[src/rtl/evr_tod_pkg.sv]
// ============================================================================
// Module      : evr_tod_pkg
// Description : Shared event codes and state encoding for the ToD sequencer.
// Revision    : 1.0 - initial release
// ============================================================================
`default_nettype none

package evr_tod_pkg;

  localparam logic [7:0] TOD_BIT0  = 8'h70;
  localparam logic [7:0] TOD_BIT1  = 8'h71;
  localparam logic [7:0] TOD_LATCH = 8'h7d;
  localparam logic [7:0] EVT_IDLE  = 8'h00;

  typedef enum logic [1:0] {
    IDLE     = 2'd0,
    SEND     = 2'd1,
    GAP      = 2'd2,
    WAIT_PPS = 2'd3
  } tod_state_e;

  // Codes owned by the ToD protocol; external senders must not inject them.
  function automatic logic is_reserved(input logic [7:0] code);
    return (code == TOD_BIT0) || (code == TOD_BIT1) || (code == TOD_LATCH);
  endfunction

endpackage

`default_nettype wire

[src/rtl/evr_tod_event_sequencer.sv]
// ============================================================================
// Module      : evr_tod_event_sequencer
// Description : Emits the ToD latch event on PPS, then serialises the seconds
//               value MSB-first, sharing the event slot with external traffic.
// Revision    : 1.0 - initial release
// ============================================================================
`default_nettype none

module evr_tod_event_sequencer
  import evr_tod_pkg::*;
#(
  parameter int unsigned GAP_CYCLES = 4
) (
  input  logic        Clock,
  input  logic        Reset,
  input  logic        Enable,
  input  logic        Pps,
  input  logic [31:0] SecondsIn,
  input  logic        ExtEventValid,
  input  logic [7:0]  ExtEventCode,
  output logic        ExtEventReady,
  output logic [7:0]  EventStream,
  output logic        Busy,
  output logic [5:0]  BitCount,
  output logic        Overrun,
  output logic        Reject
);

  localparam logic [7:0] GAP_LOAD = 8'(GAP_CYCLES);

  tod_state_e  state_q, state_d;
  logic [31:0] shreg_q, shreg_d;
  logic [5:0]  bit_count_q, bit_count_d;
  logic [7:0]  gap_cnt_q, gap_cnt_d;
  logic [7:0]  event_q, event_d;
  logic        overrun_q, overrun_d;
  logic        reject_q, reject_d;

  logic w_latch;
  logic w_ext_xfer;

  assign w_latch       = Pps && Enable;
  assign ExtEventReady = !w_latch;
  assign w_ext_xfer    = ExtEventValid && ExtEventReady;

  always_comb begin
    state_d     = state_q;
    shreg_d     = shreg_q;
    bit_count_d = bit_count_q;
    gap_cnt_d   = gap_cnt_q;
    event_d     = EVT_IDLE;
    overrun_d   = 1'b0;
    reject_d    = 1'b0;

    if (w_latch) begin
      event_d     = TOD_LATCH;
      shreg_d     = SecondsIn;
      bit_count_d = 6'd0;
      state_d     = SEND;
      overrun_d   = (state_q == SEND) || (state_q == GAP);
    end else begin
      if (w_ext_xfer) begin
        event_d  = is_reserved(ExtEventCode) ? EVT_IDLE : ExtEventCode;
        reject_d = is_reserved(ExtEventCode);
      end

      if (!Enable) begin
        state_d = IDLE;
      end else begin
        unique case (state_q)
          SEND: begin
            // An external transfer owns the slot; the pending bit waits.
            if (!w_ext_xfer) begin
              event_d = shreg_q[31] ? TOD_BIT1 : TOD_BIT0;
              shreg_d = {shreg_q[30:0], 1'b0};
              if (bit_count_q >= 6'd31) begin
                bit_count_d = 6'd32;
                state_d     = WAIT_PPS;
              end else begin
                bit_count_d = bit_count_q + 6'd1;
                if (GAP_LOAD != 8'd0) begin
                  gap_cnt_d = GAP_LOAD;
                  state_d   = GAP;
                end
              end
            end
          end
          GAP: begin
            gap_cnt_d = (gap_cnt_q != 8'd0) ? gap_cnt_q - 8'd1 : 8'd0;
            if (gap_cnt_q <= 8'd1) begin
              state_d = SEND;
            end
          end
          default: begin
          end
        endcase
      end
    end
  end

  always_ff @(posedge Clock) begin
    if (Reset) begin
      state_q     <= IDLE;
      shreg_q     <= 32'd0;
      bit_count_q <= 6'd0;
      gap_cnt_q   <= 8'd0;
      event_q     <= EVT_IDLE;
      overrun_q   <= 1'b0;
      reject_q    <= 1'b0;
    end else begin
      state_q     <= state_d;
      shreg_q     <= shreg_d;
      bit_count_q <= bit_count_d;
      gap_cnt_q   <= gap_cnt_d;
      event_q     <= event_d;
      overrun_q   <= overrun_d;
      reject_q    <= reject_d;
    end
  end

  assign EventStream = event_q;
  assign Busy        = (state_q == SEND) || (state_q == GAP);
  assign BitCount    = bit_count_q;
  assign Overrun     = overrun_q;
  assign Reject      = reject_q;

endmodule

`default_nettype wire

[config.mk]
export PLATFORM = sky130hd
export DESIGN_NAME = evr_tod_event_sequencer
export DESIGN_NICKNAME = d
export VERILOG_FILES = /design/src/rtl/evr_tod_pkg.sv /design/src/rtl/evr_tod_event_sequencer.sv
export SDC_FILE = /design/constraint.sdc
export NUM_CORES = 1
export LEC_CHECK = 0
export CORE_MARGIN = 8
export CORE_UTILIZATION = 51
export CTS_CLUSTER_DIAMETER = 80
export DETAILED_ROUTE_END_ITERATION = 10
export HOLD_SLACK_MARGIN = 0.05
export PLACE_DENSITY = 0.83
export SYNTH_ARGS = -nofsm -noshare
export SYNTH_HDL_FRONTEND = slang
export SYNTH_SLANG_ARGS = --single-unit
[constraint.sdc]
create_clock -name Clock -period 2.2 [get_ports Clock]
set_input_delay 0.44 -clock Clock [delete_from_list [all_inputs] [get_ports Clock]]
set_output_delay 0.44 -clock Clock [all_outputs]
set_load 0.05 [all_outputs]
==> results.yml, run 1 <==
timing:
  max_freq_mhz: 479
  hold_ws_ns: 0.476
  slew_violations: 0
  tns_ns: 0
  post-route-period-util: 0.949
  rsz0062_at_grt: "no"
  timing.final.crit_period_ns: 2.09
  relSlewSlack: 0.653
  fin_skew_ns: 0.00645
  hold_violations: 0
  worstMarginPinSlew_ns: 0.517
  layout_setup_ws_ns: 0.112
  finalSetupViolations: 0
synthesis:
  ys_ff_latch: 58
  yosysSeqAreaShare: 0.383
  syn_area_um2: 3030
  ys_async_sr_fraction: 0
  netlist.area_leader.share: 0.383
  synth_area_leader_cell: "dfxtp_1"
  synth_edf_count: 0
  yosysWarnings: 0
  synth_nets: 388
  synth.area.top_cells: "dfxtp_1 (38%), a311oi_2 (12%), nand2_1 (5.8%), nand2_2 (5.2%), nor2_1 (4.8%)"
  synthTopCellsByCount: "dfxtp_1 (58), nand2_1 (47), nor2_1 (39)"
  yosysMostFrequentCell: "dfxtp_1"
  syn_area_per_cell_um2: 9.00
  synth.distinct_cells: 53
  synth_top_flop_cell: "dfxtp_1"
  postSynthCellCount: 337
route:
  drc: 0
  drt_iter0_markers: 127
  vias: 2656
  firstDrtPassIters: 5
  wl_um: 7640
  detail_route.wl_per_cell_um: 16.0
  viasPerCell: 5.56
  ant_nets: 0
pwr:
  power.leakage_nw: 1.39
  powerDensity_nw_per_um2: 673
  p_total_w: 0.00267
  ir_worst_vdd_mv: 0.515
place:
  dp_hpwl_um: 5310
  io_buffer_count: 62
  place_ws_ns: 0.0428
  gp_congestion: 0.862
layout:
  seqCellArea_um2: 1160
  multi_input_area_um2: 1660
  final_util: 0.677
  num-fill-cells: 458
  diodes: 0
  drive_above_1_share: 0.233
  syn2layout_area_growth_pct: 30.6
  nNetsFinal: 449
floorplanning:
  dieArea_um2: 8670
  die_x_um: 93.1
  placementRows: 28
  ios: 63
  initial_utilization: 0.518
  dieHeight_um: 93.1
  core-area_um2: 5850
grt:
  grt_pass1_vias: 2723
  grt_max_degree: 36
  track_usage: 0.182
  grt_use_met3: 0.0569
  met2_usage: 0.293
  antenna_found_initial: 0
  grt_use_met1: 0.222
  overflow: 0
  grt.busiest_layer: "met2"
  grt_pass1_wl_um: 12900
clocking:
  cts_setup_buffers: 0
  numCtsBuffers: 9
  clk_latency_ns: 0.34
  tritoncts: "yes"
  cts.path.max_buffers: 2
  cts_root_buf: "clkbuf_8"
  cts.clk_slew.worst_paths_ns: 0.07
  cts_max_level: 3
  cts_sinks: 58
  ctsHoldBuffers: 0
  post_cts_resized: 0
worst_setup_path:
  crit_type: "reg2out"
  arrival_ns: 1.65
  cpLargestDelayFamily: "buffers and inverters"
  endpoint_kind: "primary output"
  slowest_delay_ns: 0.86
  required_ns: 1.76
  path_buf_inv: 1
  cpMaxStageDelayCell: "clkdlybuf4s50_1"
  path_max_fanout: 7
  cp-start-kind: "flop"
  crit_path_cell_trace: "clkdlybuf4s50_1"
job:
  max_cap_viol_count: 0
outcome:
  status: "complete, no violations"
worst_hold_path:
  hp-class: "reg2reg"
## registers in the layout (all words and copies together) (netlist names)
name         count
shreg_q         32
BitCount         6
state_q          2
Overrun          1
Reject           1
gap_cnt_q        8
EventStream      8
## cells by family after synthesis
logic type               synth area share
AO/OA/AOI/OAI                       0.260
AND/OR/NAND/NOR                     0.252
adder cells (fa/ha/maj)            0.0248
XOR/XNOR                          0.00578
flip-flops                          0.383
multiplexers                      0.00330
buffers and inverters              0.0710
## placed cells by master (no fill, tap or decap), types with 2 or more instances in the layout
cell             Yosys  layout
clkdlybuf4s50_1      0      59
dfxtp_1             58      58
nand2_1             47      47
nor2_1              39      39
nand2_2             25      25
a311oi_2            25      25
nand3_1             12      12
a21oi_1             12      12
clkbuf_8             0      12
inv_1               11      11
buf_4                2       9
nor3_1               8       8
a31oi_1              6       6
a211oi_1             6       6
a311oi_1             6       6
ha_1                 6       6
buf_12               2       5
o32ai_1              4       4
and2_1               3       3
o211ai_1             3       3
nand2b_1             3       3
nand4_1              3       3
o31ai_1              3       3
inv_2                2       2
o21ai_1              2       2
o21a_1               2       2
or3_1                2       2
a41oi_1              2       2
nor4_1               2       2
bufinv_16            0       2
## where the power goes
group          total (W)  leakage (nW)  switching [W]  internal (W)
registers        0.00113         0.475      0.0000312       0.00110
clock network    0.00116         0.119       0.000432      0.000728
logic           0.000372         0.798       0.000194      0.000178
total            0.00267          1.39       0.000658       0.00201
## path summary, 6_finish.rpt
path | from | endpoint | slack (ns) | cells after the start
worst max register to register | BitCount[0] | gap_cnt_q[2] | 0.34 | 5
worst min register to register | shreg_q[29] | shreg_q[30] | 0.48 | 2
worst min-delay path | shreg_q[29] | shreg_q[30] | 0.48 | 2
worst max-delay path | BitCount[2] | BitCount[2] | 0.11 | 1
## metrics by stage
step | cells | cell area [µm²]
6_report | 478 | 3960
2_1_floorplan | 337 | 3030
5_1_grt | 478 | 3960
3_3_place_gp | 462 | 3720
4_1_cts | 478 | 3960
3_5_place_dp | 462 | 3720
## per-layer routing
metal	routed length (µm)	share of wire	up-vias
met5	0	0	-
met4	92	0.012	0
met3	433	0.057	13
met2	3650	0.48	73
met1	3460	0.45	1236
li1	-	-	1334
## final cells by class
type | count | share of cell area
clock inverters | 4 | 0.0183
flip-flops and latches | 58 | 0.293
inverters | 13 | 0.0123
well taps | 75 | 0.0237
clock buffers | 12 | 0.0417
multi-input cells | 242 | 0.418
repair buffers | 74 | 0.193
(Power assumes the default switching activity.)
==> run 2, diff against run 1 <==
--- a/config.mk
+++ b/config.mk
@@ -5,12 +5,13 @@
 export SDC_FILE = /design/constraint.sdc
 export NUM_CORES = 1
 export LEC_CHECK = 0
-export CORE_MARGIN = 8
+export CORE_MARGIN = 5
 export CORE_UTILIZATION = 51
 export CTS_CLUSTER_DIAMETER = 80
 export DETAILED_ROUTE_END_ITERATION = 10
 export HOLD_SLACK_MARGIN = 0.05
 export PLACE_DENSITY = 0.83
+export SLEW_MARGIN = 30
 export SYNTH_ARGS = -nofsm -noshare
 export SYNTH_HDL_FRONTEND = slang
 export SYNTH_SLANG_ARGS = --single-unit
==> run 2 against run 1 <==
  * Count of clock-buffer cells in the layout unchanged
  * Worst setup slack worse by 0.022 ns
  * Hold slack improved by 0.0076 ns
  * Clock power decreased by 18%
  * Wire length down 2.5%
  * Global-route usage up 2.3 points
  * Register-to-register slack lost 0.06 ns
  * Non-clock buffer count is 2 lower
  * Sequential cell count unchanged
  * Largest power group is now sequential cells
  * Via count rose by 2.1%
==> results.yml, run 2 (synthesis results as in run 1) <==
outcome:
  status: "complete, no violations"
clocking:
  cts.path.max_buffers: 2
  clk_latency_ns: 0.34
  tritoncts: "yes"
  cts_sinks: 58
  cts_max_level: 3
  cts_setup_buffers: 0
  cts.clk_slew.worst_paths_ns: 0.06
  post_cts_resized: 0
  ctsHoldBuffers: 0
  cts_root_buf: "clkbuf_8"
  numCtsBuffers: 9
timing:
  rsz0062_at_grt: "no"
  tns_ns: 0
  worstMarginPinSlew_ns: 0.533
  fin_skew_ns: 0.00953
  post-route-period-util: 0.959
  max_freq_mhz: 474
  timing.final.crit_period_ns: 2.11
  layout_setup_ws_ns: 0.0909
  slew_violations: 0
  hold_ws_ns: 0.484
  finalSetupViolations: 0
  hold_violations: 0
  relSlewSlack: 0.643
layout:
  nNetsFinal: 447
  final_cell_mix: "clkdlybuf4s50_1 (59), dfxtp_1 (58), nand2_1 (47), nor2_1 (39)"
  stdcell_area_um2: 3890
  syn2layout_area_growth_pct: 28.4
  multi_input_area_um2: 1660
  top_register: "shreg_q"
  layout_commonest_cell: "clkdlybuf4s50_1"
  largest_reg_flops: 32
  drive_above_1_share: 0.223
  seqCellArea_um2: 1160
  diodes: 0
  num-fill-cells: 477
floorplanning:
  dieArea_um2: 7590
  core-area_um2: 5850
  ios: 63
  die_x_um: 87.1
  initial_utilization: 0.518
  dieHeight_um: 87.1
  placementRows: 28
worst_setup_path:
  reg2reg_slack_ns: 0.28
  r2r-end: "gap_cnt_q[2]"
  cpLargestDelayFamily: "buffers and inverters"
  worstRegToRegCells: 5
  crit_cells: 1
  path_max_fanout: 6
  endpoint_kind: "primary output"
  timing.critical_path.to: "BitCount[0]"
  crit_type: "reg2out"
  cpMaxStageDelayCell: "clkdlybuf4s50_1"
  path_buf_inv: 1
  cp-start-kind: "flop"
  slowest_delay_ns: 0.86
  required_ns: 1.76
  crit_path_start: "BitCount[0]"
  crit_path_cell_trace: "clkdlybuf4s50_1"
  arrival_ns: 1.67
  timing.rr.start: "BitCount[0]"
route:
  wl_um: 7450
  firstDrtPassIters: 7
  detail_route.wl_per_cell_um: 15.7
  vias: 2712
  ant_nets: 0
  drc: 0
  drt_iter0_markers: 167
  viasPerCell: 5.71
pwr:
  powerDensity_nw_per_um2: 631
  ir_worst_vdd_mv: 0.342
  power.leakage_nw: 1.36
place:
  io_buffer_count: 62
  placed_area_um2: 3710
  dp_hpwl_um: 5130
  place_ws_ns: 0.0667
  gp_congestion: 0.872
grt:
  grt_pass1_vias: 2623
  track_usage: 0.205
  antenna_found_initial: 0
  overflow: 0
  grt_max_degree: 44
  grt_pass1_wl_um: 12300
job:
  max_cap_viol_count: 0
worst_hold_path:
  hp-class: "reg2reg"
[run 2: changes by cell type in the layout (fill, tap and decap cells not counted)]
cell | before | now
clkbuf_8 | 12 | 10
clkinvlp_4 | 1 | 0
bufinv_16 | 2 | 1
clkbuf_1 | 0 | 2
clkinv_2 | 1 | 2
buf_4 | 9 | 7
[run 2: how the worst min path moves through the flow]
stage              endpoint  slack (ns)          from  cells past startpoint
6_report       gap_cnt_q[4]        0.48  gap_cnt_q[4]                      2
5_1_grt          state_q[0]        0.50    state_q[0]                      2
4_1_cts          state_q[0]        0.48    state_q[0]                      2
3_5_place_dp     shreg_q[1]        0.47    shreg_q[1]                      2
3_3_place_gp    shreg_q[30]        0.46   shreg_q[29]                      2
2_1_floorplan    shreg_q[0]        0.45    shreg_q[0]                      2
[run 2: layout make-up]
cell class / instances / area share
well taps: 75 / 0.0241
clock buffers: 12 / 0.0373
multi-input cells: 242 / 0.425
inverters: 13 / 0.0125
repair buffers: 72 / 0.192
clock inverters: 3 / 0.0103
flip-flops and latches: 58 / 0.298
[run 2: per-stage QoR]
stage,instances,utilization,power (W)
5_1_grt,475,0.665,0.00255
3_3_place_gp,460,0.634,0.00152
4_1_cts,475,0.665,0.00246
3_5_place_dp,460,0.634,0.00152
6_report,475,0.665,0.00246
2_1_floorplan,337,-,0.00137
[run 2: metal layers]
layer	vias to the layer above	part of all wire	track usage
li1	1329	-	-
met1	1276	0.46	0.273
met2	94	0.46	0.319
met3	13	0.070	0.0416
met4	0	0.015	0.0934
met5	-	0	0
[run 2: report_power, final]
part,leakage (nW),switching [W],internal [W],total [W]
clock network,0.0962,0.000407,0.000544,0.000952
registers,0.475,0.0000318,0.00110,0.00113
logic,0.787,0.000194,0.000177,0.000370
total,1.36,0.000633,0.00182,0.00246
